==> config.mk <==
export PLATFORM = sky130hd
export DESIGN_NAME = uart_gpio_cmd_ctrl_flat
export DESIGN_NICKNAME = d
export VERILOG_FILES = /design/src/rtl/uart_gpio_cmd_ctrl_if.sv /design/src/rtl/uart_gpio_cmd_ctrl.sv /design/src/flat_wrapper.sv
export SDC_FILE = /design/constraint.sdc
export NUM_CORES = 1
export LEC_CHECK = 0
export BUFFER_PORTS_ARGS = -buffer_cell sky130_fd_sc_hd__buf_4
export CORE_MARGIN = 2
export CORE_UTILIZATION = 57
export DETAILED_ROUTE_END_ITERATION = 6
export PLACE_DENSITY_LB_ADDON = 0.12
export REMOVE_ABC_BUFFERS = 1
export SLEW_MARGIN = 20
export SYNTH_ARGS = -nofsm -noshare
export SYNTH_HDL_FRONTEND = slang
export SYNTH_SLANG_ARGS = --single-unit
==> constraint.sdc <==
create_clock -name clk -period 2.15 [get_ports clk]
set_input_delay 0 -clock clk [delete_from_list [all_inputs] [get_ports clk]]
set_output_delay 0 -clock clk [all_outputs]
set_load 0.03 [all_outputs]
==> src/rtl/uart_gpio_cmd_ctrl_if.sv <==
// Byte-stream, transmit handshake and GPIO bank signals of the UART/GPIO
// command controller, grouped so the host side and the controller share one bundle.
interface uart_gpio_cmd_ctrl_if;
    logic [7:0] rx_data;
    logic       rx_valid;
    logic [7:0] tx_data;
    logic       tx_start;
    logic       tx_busy;
    logic [7:0] gpio_in;
    logic [7:0] gpio_out;
    logic [7:0] gpio_oe;
    logic [7:0] err_cnt;

    modport master (
        output rx_data, rx_valid, tx_busy, gpio_in,
        input  tx_data, tx_start, gpio_out, gpio_oe, err_cnt
    );

    modport slave (
        input  rx_data, rx_valid, tx_busy, gpio_in,
        output tx_data, tx_start, gpio_out, gpio_oe, err_cnt
    );
endinterface

==> src/rtl/uart_gpio_cmd_ctrl.sv <==
// Command sequencer: parses UART opcode/payload bytes, drives the GPIO output and
// direction registers, samples GPIO inputs and returns a one-byte reply.
module uart_gpio_cmd_ctrl #(
    parameter int unsigned TIMEOUT_CYC = 43400,
    parameter logic [7:0]  OUT_RST     = 8'h00,
    parameter logic [7:0]  OE_RST      = 8'h00
) (
    input logic                 clk,
    input logic                 rst,
    uart_gpio_cmd_ctrl_if.slave bus
);

    localparam logic [7:0] OP_WRITE = 8'h57;
    localparam logic [7:0] OP_DIR   = 8'h44;
    localparam logic [7:0] OP_SET   = 8'h53;
    localparam logic [7:0] OP_READ  = 8'h52;
    localparam logic [7:0] RSP_OK   = 8'h4B;
    localparam logic [7:0] RSP_ERR  = 8'h3F;

    localparam int unsigned TMO_W = (TIMEOUT_CYC > 1) ? $clog2(TIMEOUT_CYC) : 1;
    localparam logic [TMO_W-1:0] TMO_LAST = TMO_W'(TIMEOUT_CYC - 1);

    typedef enum logic [2:0] {
        ST_IDLE = 3'd0,
        ST_ARG1 = 3'd1,
        ST_ARG2 = 3'd2,
        ST_EXEC = 3'd3,
        ST_RESP = 3'd4
    } state_t;

    state_t           state_r;
    logic [7:0]       opcode_r;
    logic [7:0]       arg0_r;
    logic [7:0]       arg1_r;
    logic [TMO_W-1:0] tmo_cnt_r;
    logic [7:0]       sync1_r;
    logic [7:0]       sync2_r;
    logic [7:0]       gpio_out_r;
    logic [7:0]       gpio_oe_r;
    logic [7:0]       tx_data_r;
    logic             tx_start_r;
    logic [7:0]       err_cnt_r;

    logic             err_inc_s;
    logic             tmo_hit_s;

    function automatic logic is_known_op(input logic [7:0] op);
        case (op)
            OP_WRITE, OP_DIR, OP_SET, OP_READ: is_known_op = 1'b1;
            default:                           is_known_op = 1'b0;
        endcase
    endfunction

    function automatic logic [7:0] sat_inc(input logic [7:0] val);
        if (val == 8'hFF) begin
            sat_inc = 8'hFF;
        end else begin
            sat_inc = val + 8'd1;
        end
    endfunction

    // Error and timeout detection; a byte arriving on the timeout cycle wins.
    always_comb begin
        err_inc_s = 1'b0;
        tmo_hit_s = 1'b0;
        case (state_r)
            ST_ARG1, ST_ARG2: begin
                if (!bus.rx_valid && (tmo_cnt_r == TMO_LAST)) begin
                    tmo_hit_s = 1'b1;
                    err_inc_s = 1'b1;
                end else begin
                    tmo_hit_s = 1'b0;
                    err_inc_s = 1'b0;
                end
            end
            ST_EXEC: err_inc_s = bus.rx_valid || !is_known_op(opcode_r);
            ST_RESP: err_inc_s = bus.rx_valid;
            default: err_inc_s = 1'b0;
        endcase
    end

    // Command FSM, GPIO registers, reply generation and error counter.
    always_ff @(posedge clk) begin
        if (rst) begin
            state_r    <= ST_IDLE;
            opcode_r   <= 8'h00;
            arg0_r     <= 8'h00;
            arg1_r     <= 8'h00;
            tmo_cnt_r  <= '0;
            sync1_r    <= 8'h00;
            sync2_r    <= 8'h00;
            gpio_out_r <= OUT_RST;
            gpio_oe_r  <= OE_RST;
            tx_data_r  <= 8'h00;
            tx_start_r <= 1'b0;
            err_cnt_r  <= 8'h00;
        end else begin
            sync1_r    <= bus.gpio_in;
            sync2_r    <= sync1_r;
            tx_start_r <= 1'b0;
            if (err_inc_s) begin
                err_cnt_r <= sat_inc(err_cnt_r);
            end else begin
                err_cnt_r <= err_cnt_r;
            end

            case (state_r)
                ST_IDLE: begin
                    if (bus.rx_valid) begin
                        opcode_r  <= bus.rx_data;
                        tmo_cnt_r <= '0;
                        if ((bus.rx_data == OP_READ) || !is_known_op(bus.rx_data)) begin
                            state_r <= ST_EXEC;
                        end else begin
                            state_r <= ST_ARG1;
                        end
                    end else begin
                        state_r <= ST_IDLE;
                    end
                end
                ST_ARG1: begin
                    if (bus.rx_valid) begin
                        arg0_r    <= bus.rx_data;
                        tmo_cnt_r <= '0;
                        state_r   <= (opcode_r == OP_SET) ? ST_ARG2 : ST_EXEC;
                    end else if (tmo_hit_s) begin
                        tmo_cnt_r <= '0;
                        state_r   <= ST_IDLE;
                    end else begin
                        tmo_cnt_r <= tmo_cnt_r + 1'b1;
                    end
                end
                ST_ARG2: begin
                    if (bus.rx_valid) begin
                        arg1_r    <= bus.rx_data;
                        tmo_cnt_r <= '0;
                        state_r   <= ST_EXEC;
                    end else if (tmo_hit_s) begin
                        tmo_cnt_r <= '0;
                        state_r   <= ST_IDLE;
                    end else begin
                        tmo_cnt_r <= tmo_cnt_r + 1'b1;
                    end
                end
                ST_EXEC: begin
                    // For 'S', arg0 is the bit mask and arg1 the new value.
                    case (opcode_r)
                        OP_WRITE: begin
                            gpio_out_r <= arg0_r;
                            tx_data_r  <= RSP_OK;
                        end
                        OP_DIR: begin
                            gpio_oe_r <= arg0_r;
                            tx_data_r <= RSP_OK;
                        end
                        OP_SET: begin
                            gpio_out_r <= (gpio_out_r & ~arg0_r) | (arg1_r & arg0_r);
                            tx_data_r  <= RSP_OK;
                        end
                        OP_READ: tx_data_r <= sync2_r;
                        default: tx_data_r <= RSP_ERR;
                    endcase
                    state_r <= ST_RESP;
                end
                ST_RESP: begin
                    if (!bus.tx_busy) begin
                        tx_start_r <= 1'b1;
                        state_r    <= ST_IDLE;
                    end else begin
                        state_r <= ST_RESP;
                    end
                end
                default: state_r <= ST_IDLE;
            endcase
        end
    end

    assign bus.gpio_out = gpio_out_r;
    assign bus.gpio_oe  = gpio_oe_r;
    assign bus.tx_data  = tx_data_r;
    assign bus.tx_start = tx_start_r;
    assign bus.err_cnt  = err_cnt_r;

endmodule

==> src/flat_wrapper.sv <==
// flat-port wrapper written by rule: the top's interface ports become plain ports
module uart_gpio_cmd_ctrl_flat 
#(
    parameter int unsigned TIMEOUT_CYC = 43400,
    parameter logic [7:0]  OUT_RST     = 8'h00,
    parameter logic [7:0]  OE_RST      = 8'h00
)
  (clk, rst, bus_rx_data, bus_rx_valid, bus_tx_busy, bus_gpio_in, bus_tx_data, bus_tx_start, bus_gpio_out, bus_gpio_oe, bus_err_cnt);
  uart_gpio_cmd_ctrl_if bus_i ();
  input logic clk;
  input logic rst;
  input wire logic [$bits(bus_i.rx_data)-1:0] bus_rx_data;
  input wire logic [$bits(bus_i.rx_valid)-1:0] bus_rx_valid;
  input wire logic [$bits(bus_i.tx_busy)-1:0] bus_tx_busy;
  input wire logic [$bits(bus_i.gpio_in)-1:0] bus_gpio_in;
  output wire logic [$bits(bus_i.tx_data)-1:0] bus_tx_data;
  output wire logic [$bits(bus_i.tx_start)-1:0] bus_tx_start;
  output wire logic [$bits(bus_i.gpio_out)-1:0] bus_gpio_out;
  output wire logic [$bits(bus_i.gpio_oe)-1:0] bus_gpio_oe;
  output wire logic [$bits(bus_i.err_cnt)-1:0] bus_err_cnt;
  assign bus_i.rx_data = bus_rx_data;
  assign bus_i.rx_valid = bus_rx_valid;
  assign bus_i.tx_busy = bus_tx_busy;
  assign bus_i.gpio_in = bus_gpio_in;
  assign bus_tx_data = bus_i.tx_data;
  assign bus_tx_start = bus_i.tx_start;
  assign bus_gpio_out = bus_i.gpio_out;
  assign bus_gpio_oe = bus_i.gpio_oe;
  assign bus_err_cnt = bus_i.err_cnt;
  uart_gpio_cmd_ctrl #(.TIMEOUT_CYC(TIMEOUT_CYC), .OUT_RST(OUT_RST), .OE_RST(OE_RST)) u_core (.clk(clk), .rst(rst), .bus(bus_i));
endmodule
==> metrics.cfg, run 1 <==
[clock_network]
clockBufferDepth=2
worstSkewPairLatency_ns=0.36
numCtsBuffers=9
clk_pin_slew_ns=0.08
htree_levels=3
cts_tree=done
clkSinkCount=92
cts_resized=0
clockRootBuffer=clkbuf_8

[worst_hold_path]
min_from=rst
worstHoldPathType=in2reg

[logic_synthesis]
synth_seq_cells=92
synth_edf_count=0
syn-instance-count=444
synth_cell_type_count=63
yosysSeqAreaShare_pct=46.8
yosys_most_used_dff=dfxtp_1
avgSynthCellArea_um2=8.85
postSynth.asyncResetShare_pct=0
syn_area_um2=3930
yosysWarnings=0

[setup_path]
required_ns=2.39
worst_setup_path_end_kind=flop
r2r_start=u_core.tmo_cnt_r[0]
crit_type=reg2reg
startpoint=u_core.tmo_cnt_r[0]
worstPathMaxFanout=6
cp.arrival_ns=2.23
start_kind=flop

[sta]
fin_crit_sh_pct=92.7
period_needed_ns=1.99
grt_setup_unrepaired=no
final.setup_skew_ns=0.0157
drv_slew=0
tightest_slew_ns=0.569
relSlewSlack_pct=61.8
hold_viol=0
tns_ns=0
holdWs_ns=0.0573
setup-violations-final=0
max_freq_mhz=502

[power]
vdd_ir_drop_max_v=0.000627
power_w=0.00333
p_per_area_nw_per_um2=695
p_leak_nw=1.84

[die]
ios=53
coreArea_um2=6720
rows=30
start_util_pct=58.5
die_x_um=87.0
die-area_um2=7580
die-height_um=87.0

[global_route]
grt_max_degree=44
grt_pass1_vias=3107
grt-ovfl-total=0
antenna_found_initial=0
grt_usage_pct=23.4
grt_pass1_wl_um=14300

[finish]
regArea_um2=1840
drive_gt1_share_pct=17.9
fill_cells=550
multi_input_area_um2=1950
fin_nets=538
final_util_pct=71.3
antenna_cells=0
syn_to_final_growth_pct=21.8

[route]
routed_via_density=5.63
final_antenna_net_count=0
drt_first_pass_iters=4
wl_per_cell_um=14.2
drc_errors=0
drt_iter0_drc=140
vias=3385
routed_wl_um=8550

[job]
drv_cap=0

[place]
hpwl_um=5790
numPortBuffers=52
gp_congestion=0.889

[run_status]
outcome=complete, no violations

[layer usage]
metal / share of wire (%) / vias to the layer above / wire length [µm] / global-route usage, %
met5: 0 / - / 0 / 0
met4: 0.88 / 0 / 75 / 7.10
met3: 3.9 / 8 / 332 / 4.93
met2: 47 / 63 / 3990 / 36.6
met1: 49 / 1590 / 4160 / 32.7
li1: - / 1724 / - / -
[report_power, final]
group	total (W)	leakage [nW]	internal, W	switching (W)
sequential	0.00180	0.748	0.00176	0.0000450
clock	0.00119	0.102	0.000598	0.000590
combinational	0.000340	0.993	0.000148	0.000192
[path summary, 6_finish.rpt]
check / to / slack [ns] / depth (start not counted)
max: u_core.bus.err_cnt[5] / 0.16 / 6
min: u_core.state_r[2] / 0.06 / 2
max reg2reg: u_core.bus.err_cnt[5] / 0.16 / 6
min reg2reg: u_core.sync2_r[7] / 0.44 / 1
[per-stage QoR]
step           instances  area (µm²)  setup WS [ns]
3_3_place_gp         567        4410          0.256
3_5_place_dp         567        4410          0.182
6_report             601        4790          0.157
4_1_cts              601        4790          0.160
2_1_floorplan        424        3830          0.175
5_1_grt              601        4790        0.00687
[state kept, by name, indices dropped and copies added (netlist names), named ones only]
register / count
u_core.tmo_cnt_r: 16
u_core.bus.gpio_oe: 8
u_core.bus.tx_data: 8
u_core.state_r: 3
u_core.arg1_r: 8
u_core.arg0_r: 8
u_core.sync2_r: 8
u_core.sync1_r: 8
u_core.opcode_r: 8
u_core.bus.tx_start: 1
u_core.bus.err_cnt: 8
[cell usage after synthesis, types with 3 or more instances]
master | n | share of area (%)
nand3_1 | 9 | 1.1
inv_1 | 12 | 1.1
nand4_1 | 5 | 0.80
nor2_1 | 47 | 4.5
nand3b_1 | 3 | 0.57
clkbuf_1 | 10 | 0.95
and4_1 | 4 | 0.89
o22ai_1 | 3 | 0.48
nand2_1 | 58 | 5.5
or3_1 | 3 | 0.48
o211ai_1 | 11 | 2.1
a31oi_1 | 6 | 0.95
buf_2 | 6 | 0.76
xnor2_1 | 4 | 0.89
a22oi_1 | 4 | 0.76
and2_1 | 4 | 0.64
nor4_1 | 3 | 0.48
a21oi_1 | 44 | 5.6
and3_1 | 4 | 0.64
o31ai_1 | 3 | 0.57
nor2b_1 | 19 | 3.0
nor3_1 | 8 | 1.0
o21ai_0 | 20 | 2.5
dfxtp_1 | 92 | 47
mux2i_1 | 16 | 4.1
[repair_timing]
| item | CTS | global route |
|---|---|---|
| endpoints found under the hold margin | 35 | 0 |
| buffers inserted | 0 | 0 |
| hold buffers | 18 | 0 |
[logic make-up (layout without fill, tap and decap cells)]
group	after synthesis	after routing	share of synthesized area, %
buf+inv	32	109	3.63
xor+xnor	6	6	1.34
flops	92	92	46.8
compound gates	110	110	18.6
simple gates	184	184	24.3
mux	18	18	4.74
fa+ha+maj	2	2	0.636
[layout by cell type (no fill, tap or decap), types with 2 or more instances in the layout]
| cell type | instances |
|---|---|
| o21ai_0 | 20 |
| nor4_1 | 3 |
| a31oi_1 | 6 |
| a21oi_1 | 44 |
| a22oi_1 | 4 |
| nand4_1 | 5 |
| nand2_1 | 58 |
| dfxtp_1 | 92 |
| nand3_1 | 9 |
| o31ai_1 | 3 |
| xor2_1 | 2 |
| o211ai_1 | 11 |
| xnor2_1 | 4 |
| ha_1 | 2 |
| nor2_1 | 47 |
| nor3_1 | 8 |
| mux2i_1 | 16 |
| buf_4 | 63 |
| dlygate4sd3_1 | 18 |
| and4_1 | 4 |
| or3_1 | 3 |
| clkinv_2 | 2 |
| nor3b_1 | 2 |
| and3_1 | 4 |
| clkbuf_8 | 11 |
| nor4b_2 | 2 |
| inv_1 | 12 |
| nand2b_1 | 2 |
| nand3b_1 | 3 |
| nor2b_1 | 19 |
| and2_1 | 4 |
| nor4b_1 | 2 |
| o22ai_1 | 3 |
[worst max-delay path, cell delays in order, from the launching register on]
cell     delay, ns
dfxtp_1       0.42
ha_1          0.23
and4_1        0.23
nand4_2       0.17
o22a_4        0.32
a21oi_1       0.18
mux2_1        0.33
[area by class of cell]
| cell class | count | area share [%] |
|---|---|---|
| multi-input cells | 320 | 40.6 |
| flip-flops and latches | 92 | 38.5 |
| repair buffers | 81 | 13.6 |
| clock buffers | 12 | 3.24 |
| well taps | 80 | 2.09 |
| clock inverters | 4 | 0.993 |
| inverters | 12 | 0.940 |
Power figures use the tool's default switching activity.
==> inputs of run 2 (changes only) <==
--- a/config.mk
+++ b/config.mk
@@ -7,7 +7,7 @@
 export LEC_CHECK = 0
 export BUFFER_PORTS_ARGS = -buffer_cell sky130_fd_sc_hd__buf_4
 export CORE_MARGIN = 2
-export CORE_UTILIZATION = 57
+export CORE_UTILIZATION = 61
 export DETAILED_ROUTE_END_ITERATION = 6
 export PLACE_DENSITY_LB_ADDON = 0.12
 export REMOVE_ABC_BUFFERS = 1
==> constraint.sdc (replaced) <==
create_clock -name clk -period 2.4 [get_ports clk]
set_input_delay 0 -clock clk [delete_from_list [all_inputs] [get_ports clk]]
set_output_delay 0 -clock clk [all_outputs]
set_load 0.03 [all_outputs]
==> metrics.cfg, run 2 (synthesis gave the netlist of run 1 again) <==
[run_status]
outcome=complete, no violations

[sta]
tns_ns=0
holdWs_ns=0.0316
hold_viol=0
period_needed_ns=2.10
drv_slew=0
max_freq_mhz=476
setup-violations-final=0
final.setup_skew_ns=0.0121
grt_setup_unrepaired=no
tightest_slew_ns=1.02
fin_crit_sh_pct=87.5
relSlewSlack_pct=31.2

[global_route]
grt_pass1_wl_um=15100
grt_usage_pct=25.8
grt_max_degree=47
grt_pass1_vias=3260
grt-ovfl-total=0
antenna_found_initial=0

[die]
die-area_um2=7100
start_util_pct=62.6
rows=29
die-height_um=84.3
coreArea_um2=6280
die_x_um=84.3
ios=53

[clock_network]
clkSinkCount=92
post_cts_buffers=0
numCtsBuffers=9
htree_levels=3
cts_resized=0
cts_tree=done
clk_pin_slew_ns=0.09
hold_buffers=18
clockBufferDepth=2
worstSkewPairLatency_ns=0.36
clockRootBuffer=clkbuf_8

[route]
drt_iter0_drc=219
drc_errors=0
final_antenna_net_count=0
drt_first_pass_iters=4
vias=3435
wl_per_cell_um=14.6
routed_wl_um=8650
routed_via_density=5.80

[finish]
drive_gt1_share_pct=17.1
top_register=u_core.tmo_cnt_r
finalNonFillerCells=592
syn_to_final_growth_pct=20.6
layout_common_cells=dfxtp_1, nand2_1, buf_4, nor2_1, a21oi_1
final_common_cell=dfxtp_1
largest_reg_flops=16
antenna_cells=0
fin_area_um2=4740
fin_nets=533
fill_cells=459

[setup_path]
cp.buffers_inverters=0
worstPathMaxFanout=12
required_ns=2.68
cpLargestDelayFamily=simple AND/OR/NAND/NOR gates
crit_cells=5
worst_setup_path_end_kind=flop
worst-r2r-cell-count=5
slowest_delay_ns=0.58
cp.arrival_ns=2.38
slowest_stage=dfxtp_1
crit_type=reg2reg
cp_cell_sequence=xnor2_1 -> nor3_1 -> nand3_1 -> or3_1 -> o21ai_0
start_kind=flop

[place]
gp_congestion=0.859
hpwl_um=5750
dp_cells=559
numPortBuffers=52
placed_area_um2=4370

[power]
p_per_area_nw_per_um2=624
p_leak_nw=1.81
vdd_ir_drop_max_v=0.000452

[job]
drv_cap=0

[worst_hold_path]
holdPathStages=2
worstHoldPathType=in2reg

==> run 2: cell count changes in the layout (fill, tap and decap cells not counted) <==
cell      previous run  this run
inv_6                0         3
clkbuf_8            11         9
buf_4               63        58
clkinv_2             2         0
clkinv_4             0         1
clkbuf_1             1         0
==> run 2: worst paths after layout <==
path,startpoint,slack [ns],end
setup / recovery,u_core.state_r[0],0.30,u_core.tmo_cnt_r[13]
hold / removal,rst,0.03,u_core.sync1_r[5]
setup reg to reg,u_core.state_r[0],0.30,u_core.tmo_cnt_r[13]
hold reg to reg,u_core.sync1_r[7],0.44,u_core.sync2_r[7]
==> run 2: worst register-to-register path, delay by kind of cell, from the launching register on <==
| family | cells | cell delay [ns] |
|---|---|---|
| simple gates | 3 | 1.21 |
| compound gates | 1 | 0.08 |
| xor+xnor | 1 | 0.13 |
| flops | 1 | 0.58 |
==> run 2: through the flow <==
stage	power (W)	util, %	worst slack [ns]
floorplan	0.00180	-	0.425
global placement	0.00191	69.5	0.464
detailed placement	0.00192	69.5	0.344
CTS	0.00297	75.5	0.323
global route	0.00308	75.5	0.0742
finish	0.00296	75.5	0.299
==> run 2: power by group <==
part / internal, W / total (W) / switching (W)
Sequential: 0.00157 / 0.00162 / 0.0000420
Clock: 0.000489 / 0.00105 / 0.000559
Combinational: 0.000127 / 0.000297 / 0.000170
Total: 0.00219 / 0.00296 / 0.000771
==> run 2: cell type report <==
type | count | area [µm²] | share of cell area, %
well taps | 77 | 96.3 | 2.03
multi-input cells | 320 | 1950 | 41.1
flip-flops and latches | 92 | 1840 | 38.8
repair buffers | 76 | 616 | 13.0
inverters | 12 | 45.0 | 0.950
clock inverters | 6 | 72.6 | 1.53
clock buffers | 9 | 124 | 2.61
==> run 2: layer usage <==
metal	GRT usage, %	vias up	routed length, µm
met1	32.9	1655	3750
li1	-	1712	-
met5	0	-	0
met2	43.4	61	4520
met3	4.62	7	302
met4	10.6	0	76
